## src/rtl/clock_pkg.sv

```systemverilog
// Shared encodings and digit limits for the HH:MM:SS clock sequencer.
package clock_pkg;

  localparam logic [3:0] ST_RESET = 4'd0;
  localparam logic [3:0] ST_SET   = 4'd1;
  localparam logic [3:0] ST_START = 4'd3;

  typedef logic [2:0] digit_idx_t;

  localparam digit_idx_t DIG_SU = 3'd0;
  localparam digit_idx_t DIG_ST = 3'd1;
  localparam digit_idx_t DIG_MU = 3'd2;
  localparam digit_idx_t DIG_MT = 3'd3;
  localparam digit_idx_t DIG_HU = 3'd4;
  localparam digit_idx_t DIG_HT = 3'd5;

  localparam logic [3:0] SU_MAX = 4'd9;
  localparam logic [3:0] ST_MAX = 4'd5;
  localparam logic [3:0] MU_MAX = 4'd9;
  localparam logic [3:0] MT_MAX = 4'd5;
  localparam logic [3:0] HU_MAX = 4'd9;
  localparam logic [3:0] HT_MAX = 4'd2;
  localparam logic [3:0] HOUR_UNITS_MAX_AT_20 = 4'd3;

  // Largest legal value of a digit; hour units depends on the hour tens digit.
  function automatic logic [3:0] digit_max(input digit_idx_t idx, input logic [3:0] ht);
    logic [3:0] m;
    case (idx)
      DIG_SU:  m = SU_MAX;
      DIG_ST:  m = ST_MAX;
      DIG_MU:  m = MU_MAX;
      DIG_MT:  m = MT_MAX;
      DIG_HU:  m = (ht == HT_MAX) ? HOUR_UNITS_MAX_AT_20 : HU_MAX;
      DIG_HT:  m = HT_MAX;
      default: m = 4'd0;
    endcase
    return m;
  endfunction

endpackage

```

## src/rtl/tick_gen.sv

```systemverilog
// One-second tick counter: wraps at TICK_MAX, clears or holds under control of the sequencer.
module tick_gen #(
  parameter int unsigned TICK_MAX = 49_999_999,
  parameter int unsigned CNT_W    = 26
) (
  input  logic             clk,
  input  logic             rst_n,
  input  logic             en,
  input  logic             clr,
  input  logic             run,
  output logic [CNT_W-1:0] count,
  output logic             tick
);

  localparam logic [CNT_W-1:0] MaxCnt = CNT_W'(TICK_MAX);

  logic [CNT_W-1:0] count_q, count_d;

  always_comb begin
    count_d = count_q;
    if (clr) begin
      count_d = '0;
    end else if (en) begin
      count_d = (count_q == MaxCnt) ? '0 : count_q + CNT_W'(1);
    end
  end

  always_ff @(posedge clk or negedge rst_n) begin
    if (!rst_n) begin
      count_q <= '0;
    end else begin
      count_q <= count_d;
    end
  end

  assign count = count_q;
  assign tick  = run && (count_q == MaxCnt);

endmodule

```

## src/rtl/clock_controller.sv

```systemverilog
// Run-state FSM, carry chain and SET-mode digit editor for the six-digit 24-hour clock.
module clock_controller
  import clock_pkg::*;
#(
  parameter int unsigned TICK_MAX = 49_999_999,
  parameter int unsigned CNT_W    = 26
) (
  input  logic             clk,
  input  logic             rst_n,
  input  logic             btn_reset,
  input  logic             btn_set,
  input  logic             btn_start,
  input  logic             btn_next,
  input  logic             btn_inc,
  input  logic [23:0]      current_bits,
  output logic [3:0]       state,
  output logic [CNT_W-1:0] r_count,
  output logic             tick,
  output logic [5:0]       carry,
  output logic [2:0]       set_sel,
  output logic [23:0]      set_bits
);

  logic [3:0]  state_q, state_d;
  logic        run_q;
  logic [2:0]  set_sel_q, set_sel_d;
  logic [23:0] set_bits_q, set_bits_d;
  logic [3:0]  sel_val, sel_max, new_val;

  always_comb begin
    state_d = state_q;
    if (btn_reset) begin
      state_d = ST_RESET;
    end else begin
      case (state_q)
        ST_RESET: begin
          if (btn_start)    state_d = ST_START;
          else if (btn_set) state_d = ST_SET;
        end
        ST_SET:   if (btn_start) state_d = ST_START;
        ST_START: state_d = ST_START;
        default:  state_d = ST_RESET;
      endcase
    end
  end

  // Counting starts one cycle after entry so the first tick lands TICK_MAX+1 cycles later.
  tick_gen #(
    .TICK_MAX (TICK_MAX),
    .CNT_W    (CNT_W)
  ) u_tick_gen (
    .clk   (clk),
    .rst_n (rst_n),
    .en    (run_q),
    .clr   ((state_q != ST_START) || (state_d != ST_START)),
    .run   (state_q == ST_START),
    .count (r_count),
    .tick  (tick)
  );

  always_comb begin
    carry = '0;
    if (state_q == ST_START) begin
      carry[0] = 1'b1;
      carry[1] = current_bits[3:0] == 4'd9;
      carry[2] = carry[1] && (current_bits[7:4] == 4'd5);
      carry[3] = carry[2] && (current_bits[11:8] == 4'd9);
      carry[4] = carry[3] && (current_bits[15:12] == 4'd5);
      carry[5] = carry[4] && ((current_bits[19:16] == 4'd9) ||
                              ((current_bits[23:20] == 4'd2) && (current_bits[19:16] == 4'd3)));
    end
  end

  always_comb begin
    set_sel_d  = set_sel_q;
    set_bits_d = set_bits_q;
    sel_val    = set_bits_q[{set_sel_q, 2'b00} +: 4];
    sel_max    = digit_max(set_sel_q, set_bits_q[23:20]);
    new_val    = (sel_val >= sel_max) ? 4'd0 : sel_val + 4'd1;
    if (state_d == ST_RESET) begin
      set_bits_d = '0;
      set_sel_d  = '0;
    end else if (state_d != ST_SET || state_q != ST_SET) begin
      // Leaving or entering SET: edits are dropped and the cursor returns to seconds.
      set_sel_d = '0;
    end else begin
      if (btn_inc && set_sel_q <= DIG_HT) begin
        set_bits_d[{set_sel_q, 2'b00} +: 4] = new_val;
        if (set_sel_q == DIG_HT && new_val == HT_MAX &&
            set_bits_q[19:16] > HOUR_UNITS_MAX_AT_20) begin
          set_bits_d[19:16] = HOUR_UNITS_MAX_AT_20;
        end
      end
      if (btn_next) begin
        set_sel_d = (set_sel_q >= DIG_HT) ? DIG_SU : set_sel_q + 3'd1;
      end
    end
  end

  always_ff @(posedge clk or negedge rst_n) begin
    if (!rst_n) begin
      state_q    <= ST_RESET;
      run_q      <= 1'b0;
      set_sel_q  <= '0;
      set_bits_q <= '0;
    end else begin
      state_q    <= state_d;
      run_q      <= (state_q == ST_START);
      set_sel_q  <= set_sel_d;
      set_bits_q <= set_bits_d;
    end
  end

  assign state    = state_q;
  assign set_sel  = set_sel_q;
  assign set_bits = set_bits_q;

endmodule

```

## config.mk

```make
export PLATFORM = sky130hd
export DESIGN_NAME = clock_controller
export DESIGN_NICKNAME = d
export VERILOG_FILES = /design/src/rtl/clock_pkg.sv /design/src/rtl/tick_gen.sv /design/src/rtl/clock_controller.sv
export SDC_FILE = /design/constraint.sdc
export NUM_CORES = 1
export LEC_CHECK = 0
export ABC_AREA = 1
export CORE_MARGIN = 8
export CORE_UTILIZATION = 48
export DETAILED_ROUTE_END_ITERATION = 10
export PLACE_DENSITY = 0.77
export SLEW_MARGIN = 20
export SYNTH_ARGS = -nofsm -noshare
export SYNTH_HDL_FRONTEND = slang
export SYNTH_SLANG_ARGS = --single-unit
```

## constraint.sdc

```tcl
create_clock -name clk -period 8.49 [get_ports clk]
set_clock_uncertainty 0.2 [all_clocks]
set_input_delay 0.849 -clock clk [delete_from_list [all_inputs] [get_ports clk]]
set_output_delay 0.849 -clock clk [all_outputs]
set_load 0.1 [all_outputs]
```

# Yosys cells after proc, flatten, opt, wreduce, memory -nomap -nowiden
# Cells that the tools add are included.
# totals
reg_bits	58
latchBits	0
mem_bits_rw	0
romBits	0
input_bits	31
out_inout_bits	64
word_cells	80
mem_count	0
# classes
addsub	4
multipliers	0
n_div	0
n_lt_le_gt_ge	4
n_eq_ne	22
n_shift	3
muxes	21
bitwise	0
n_reduce_logical	21
# op_table
operator	n
$mux 26	3
$mux 24	3
$mux 4	7
$add 26x1->26 const B	1
$eq 26x26->1 const B	1
$bwmux 24	1
$shift 4x7->24 const A	1
$shiftx 24x6->4	1
$shiftx 4x7->24	1
$eq 4x2->1 const B	5
$pmux 4 s4	1
$eq 4x4->1 const B	3
$mux 3	4
$pmux 4 s3	1
$logic_and 1x1->1	9
$eq 4x3->1 const B	2
$logic_not 4->1	2
$ne 4x1->1 const B	2
$ne 4x2->1 const B	2
$neg 5->7	1
$eq 3x2->1 const B	2
$eq 3x3->1 const B	2
$mux 6	1
$add 4x1->4 const B	1
other kinds (14)	18

# Logic depth before layout (Yosys ltp)
# depth
word_depth	12
depth_mapped	23
mapped_depth_nobuf	22

# Hierarchy
# Synthesis repeated with hierarchy kept, for this count alone.
# unflattened
cells_unflattened	554
area_unflattened_um2	3996.3
# modules_own_cells
mod	n_inst	cells_per_inst	area_each_um2
clock_controller	1	305	2284.7
tick_gen	1	249	1711.6

# Worst setup path after synthesis
# No wires, ideal clock.
# synth_path
kind	register -> output
start	register state_q[0], in the netlist state[0]
end	output carry[5]
arrival_time_ns	6.976
required_time_ns	7.441
path_slack_ns	0.465
stages_incl_launch_ff	7
path_buffers	0
cell_sequence	dfrtp_1 -> nand2_1 -> nor2_1 -> nand2_1 -> nor4_1 -> nand2_1 -> nor3_1
# synth_between
elab_chain_cells	2
# synth_rtl
element	line_no	text
start, declared	clock_controller.sv:24	logic [3:0] state_q, state_d;
start signal, assigned	clock_controller.sv:107	state_q <= state_d;
$eq 4x2->1	-	
via u_tick_gen.run	tick_gen.sv:10	input logic run,
$mux 6	clock_controller.sv:63	if (state_q == ST_START) begin
end, declared	clock_controller.sv:19	output logic [5:0] carry,
# The timed path passes the listed nets, and every way through them passes these cells.

# Final worst setup path
# layout_path
start	input current_bits[1]
end	output carry[5]
# layout_between
elab_chain_cells	6
# layout_rtl
element	line_no	text
start, declared	clock_controller.sv:15	input logic [23:0] current_bits,
$eq 4x4->1	clock_controller.sv:65	carry[1] = current_bits[3:0] == 4'd9;
$logic_and 1x1->1	clock_controller.sv:66	carry[2] = carry[1] && (current_bits[7:4] == 4'd5);
$logic_and 1x1->1	clock_controller.sv:67	carry[3] = carry[2] && (current_bits[11:8] == 4'd9);
$logic_and 1x1->1	clock_controller.sv:68	carry[4] = carry[3] && (current_bits[15:12] == 4'd5);
$logic_and 1x1->1	clock_controller.sv:69	carry[5] = carry[4] && ((current_bits[19:16] == 4'd9) ||
$mux 6	clock_controller.sv:63	
# No other way between the ends.

==> qor.yml <==
status: "finished, final reports clean"
clock_latency_ps: 340
die_w_um: 105
rrSetupSlack_ps: 4210
clock_sinks: 58
maxSlewViolCount: 0
grt_pass1_wl_um: 17600
cts_buffer_depth: 2
gp_congestion: 0.895
drt-total-wl_um: 10400
ctsHoldBuffers: 0
cts-root-buf: "clkbuf_8"
grt_pass1_vias: 3770
yosysTopAreaCellShare_pct: 38.6
synth_flop_cell: "dfrtp_1"
yosysWarnings: 0
grt_overflow: 0
track_usage_pct: 19.1
ys_ff_latch: 58
crit_family: "buffers and inverters"
required_ps: 7440
ctsResizeCount: 0
start_util_pct: 49.2
dp.cells: 686
place_ws_ps: 4060
tightest_slew_ps: 989
die_y_um: 105
async_reset_ff_share_pct: 100
switching_power_mw: 0.136
final-setup-viol-count: 0
core-area_um2: 7650
max_clock_freq_mhz: 227
synthCells: 493
drc_errors: 0
synth_most_common_cell: "nand2_1"
synth_cell_type_count: 46
hp-start: "set_bits[16]"
tns_ps: 0
drive_gt1_share_pct: 11.5
syn_area_um2: 3760
pwr-share-comb_pct: 6.4
netlist_top_cells_count: "nand2_1 (114), dfrtp_1 (58), nor2_1 (58)"
dr_total_vias: 3832
p_clk_share_pct: 42.4
htreeDepth: 3
synth_area_leaders: "dfrtp_1 (39%), nand2_1 (11%), nor2_1 (5.8%), inv_1 (5.4%), ha_1 (4.7%)"
post_cts_buffers: 0
timing.rr.start: "set_sel[0]"
ir_worst_vdd_mv: 0.0906
fin_crit_sh_pct: 52.0
fin_ws_ps: 4080
ant_nets: 0
power_frac_seq_pct: 51.2
io_buffers: 94
critPathKind: "primary input to primary output"
area_growth_syn_to_layout_pct: 32.2
row_count: 32
cp-end-kind: "primary output"
worst_r2r_endpoint: "set_bits[17]"
p_int_mw: 0.406
synth_edf_count: 0
routed_via_density: 5.46
relSlewSlack_pct: 33.9
n_antenna_cell: 0
synth_top_area_cell: "dfrtp_1"
hold_viol: 0
placed_cell_area_um2: 4800
final_cells: 702
antenna_found_initial: 0
first_pass_iters: 5
min_to: "set_bits[16]"
rsz0062_at_grt: "false"
critPathLaunchType: "primary input"
die_area_um2: 10900
syn_avg_cell_area_um2: 7.64
final_area_um2: 4980
min_path_cells: 2
rr_worst_depth: 22
cap_violations: 0
grt_max_degree: 59
path_cells: "clkdlybuf4s50_1 > nor2_1 > and3_1 > nand2_1 > nor4_1 > nand2_1 > nor3_1 > clkdlybuf4s50_1"
powerDensity_nw_per_um2: 109
hold_path_class: "flip-flop to flip-flop"
yosysSeqAreaShare_pct: 38.6
switching_share_pct: 25.1
cts_tree: "yes"
dpl.hpwl_um: 8090
n_fill_cell: 674
p_leak_nw: 2.06
period_needed_ps: 4410
wl_per_cell_um: 14.9
io_pins: 95
crit_fanout: 3
cp.arrival_ps: 3360
critPathSlowestCell: "clkdlybuf4s50_1"
path_buf_inv: 2
cts_inserted_buffers: 9
drt_iter0_markers: 314
clk_pin_slew_worst_paths_ps: 70
fin_nets: 640
slowest_delay_ps: 1160
==> cell usage in the layout, fill, tap and decap left out, types with 8 or more instances in the layout <==
master           count
nand2_1            114
clkdlybuf4s50_1     93
nor2_1              58
dfrtp_1             58
inv_1               54
nand3_1             29
a21oi_1             22
o21ai_0             19
nand4_1             14
ha_1                14
nor3_1              13
nand2_2             10
clkbuf_8            10
inv_2                8
nor2_2               8
==> metrics by stage <==
step	util, %	hold slack (ps)	total power [mW]
after detailed placement	62.7	302	0.318
final	65.1	310	0.542
after global routing	65.1	334	0.562
after floorplan	-	344	0.295
after CTS	65.1	317	0.547
after global placement	62.7	301	0.318
==> how the worst max path moves through the flow <==
stage | startpoint | to | depth (start not counted)
floorplan | state[0] | carry[5] | 6
global placement | current_bits[1] | carry[5] | 8
detailed placement | current_bits[1] | carry[5] | 8
CTS | current_bits[1] | carry[5] | 8
global route | current_bits[1] | carry[5] | 8
finish | current_bits[1] | carry[5] | 8
==> per-layer routing <==
layer	vias to the layer above	GRT usage, %	share of wire [%]
met5	-	0	0
met4	0	6.00	1.4
met3	19	5.90	9.2
met2	162	29.1	44
met1	1808	25.2	45
li1	1843	-	-
==> worst register-to-register path: stages (launching register included) <==
cell,delay (ps)
dfrtp_1,940
inv_2,350
ha_1,370
ha_1,240
inv_1,210
and3_1,220
nand2_1,50
nand2_1,70
ha_1,240
inv_1,60
o21bai_1,60
nand3_1,70
nand3_1,130
inv_1,220
nand2_1,140
nor2_1,110
nand2_1,70
inv_2,70
nand2_4,60
nand3_2,90
nand2_2,80
nand2_1,80
nand2_1,60
==> sequential cells by signal (all words and copies together) (netlist names) <==
| name | cells |
|---|---|
| run_q | 1 |
| state | 4 |
| set_sel | 3 |
| u_tick_gen.count | 26 |
| set_bits | 24 |
==> cell type report <==
class / instances / area, µm² / area share (%)
Clock buffer: 10 / 138 / 2.77
Clock inverter: 6 / 42.5 / 0.855
Inverter: 64 / 245 / 4.93
Multi-Input combinational cell: 367 / 2030 / 40.8
Sequential cell: 58 / 1450 / 29.2
Tap cell: 102 / 128 / 2.56
Timing Repair Buffer: 95 / 943 / 19.0
==> power groups by stage <==
stage | clock network (mW) | registers, mW | logic [mW]
floorplan | 0 | 0.289 | 0.00652
global placement | 0 | 0.283 | 0.0349
detailed placement | 0 | 0.283 | 0.0354
CTS | 0.234 | 0.278 | 0.0355
global route | 0.246 | 0.278 | 0.0383
finish | 0.230 | 0.278 | 0.0349
==> kinds of logic (layout without fill, tap and decap cells) <==
| group | after synthesis | in the layout | synth area share (%) |
|---|---|---|---|
| AND/OR/NAND/NOR | 275 | 275 | 36.2 |
| AO/OA/AOI/OAI | 69 | 69 | 11.2 |
| buffers and inverters | 69 | 175 | 7.64 |
| flip-flops | 58 | 58 | 38.6 |
| adder cells (fa/ha/maj) | 14 | 14 | 4.65 |
| XOR/XNOR | 6 | 6 | 1.40 |
| other | 1 | 2 | 0.0996 |
| multiplexers | 1 | 1 | 0.266 |
Note: power is estimated with default switching activity, not from simulation.
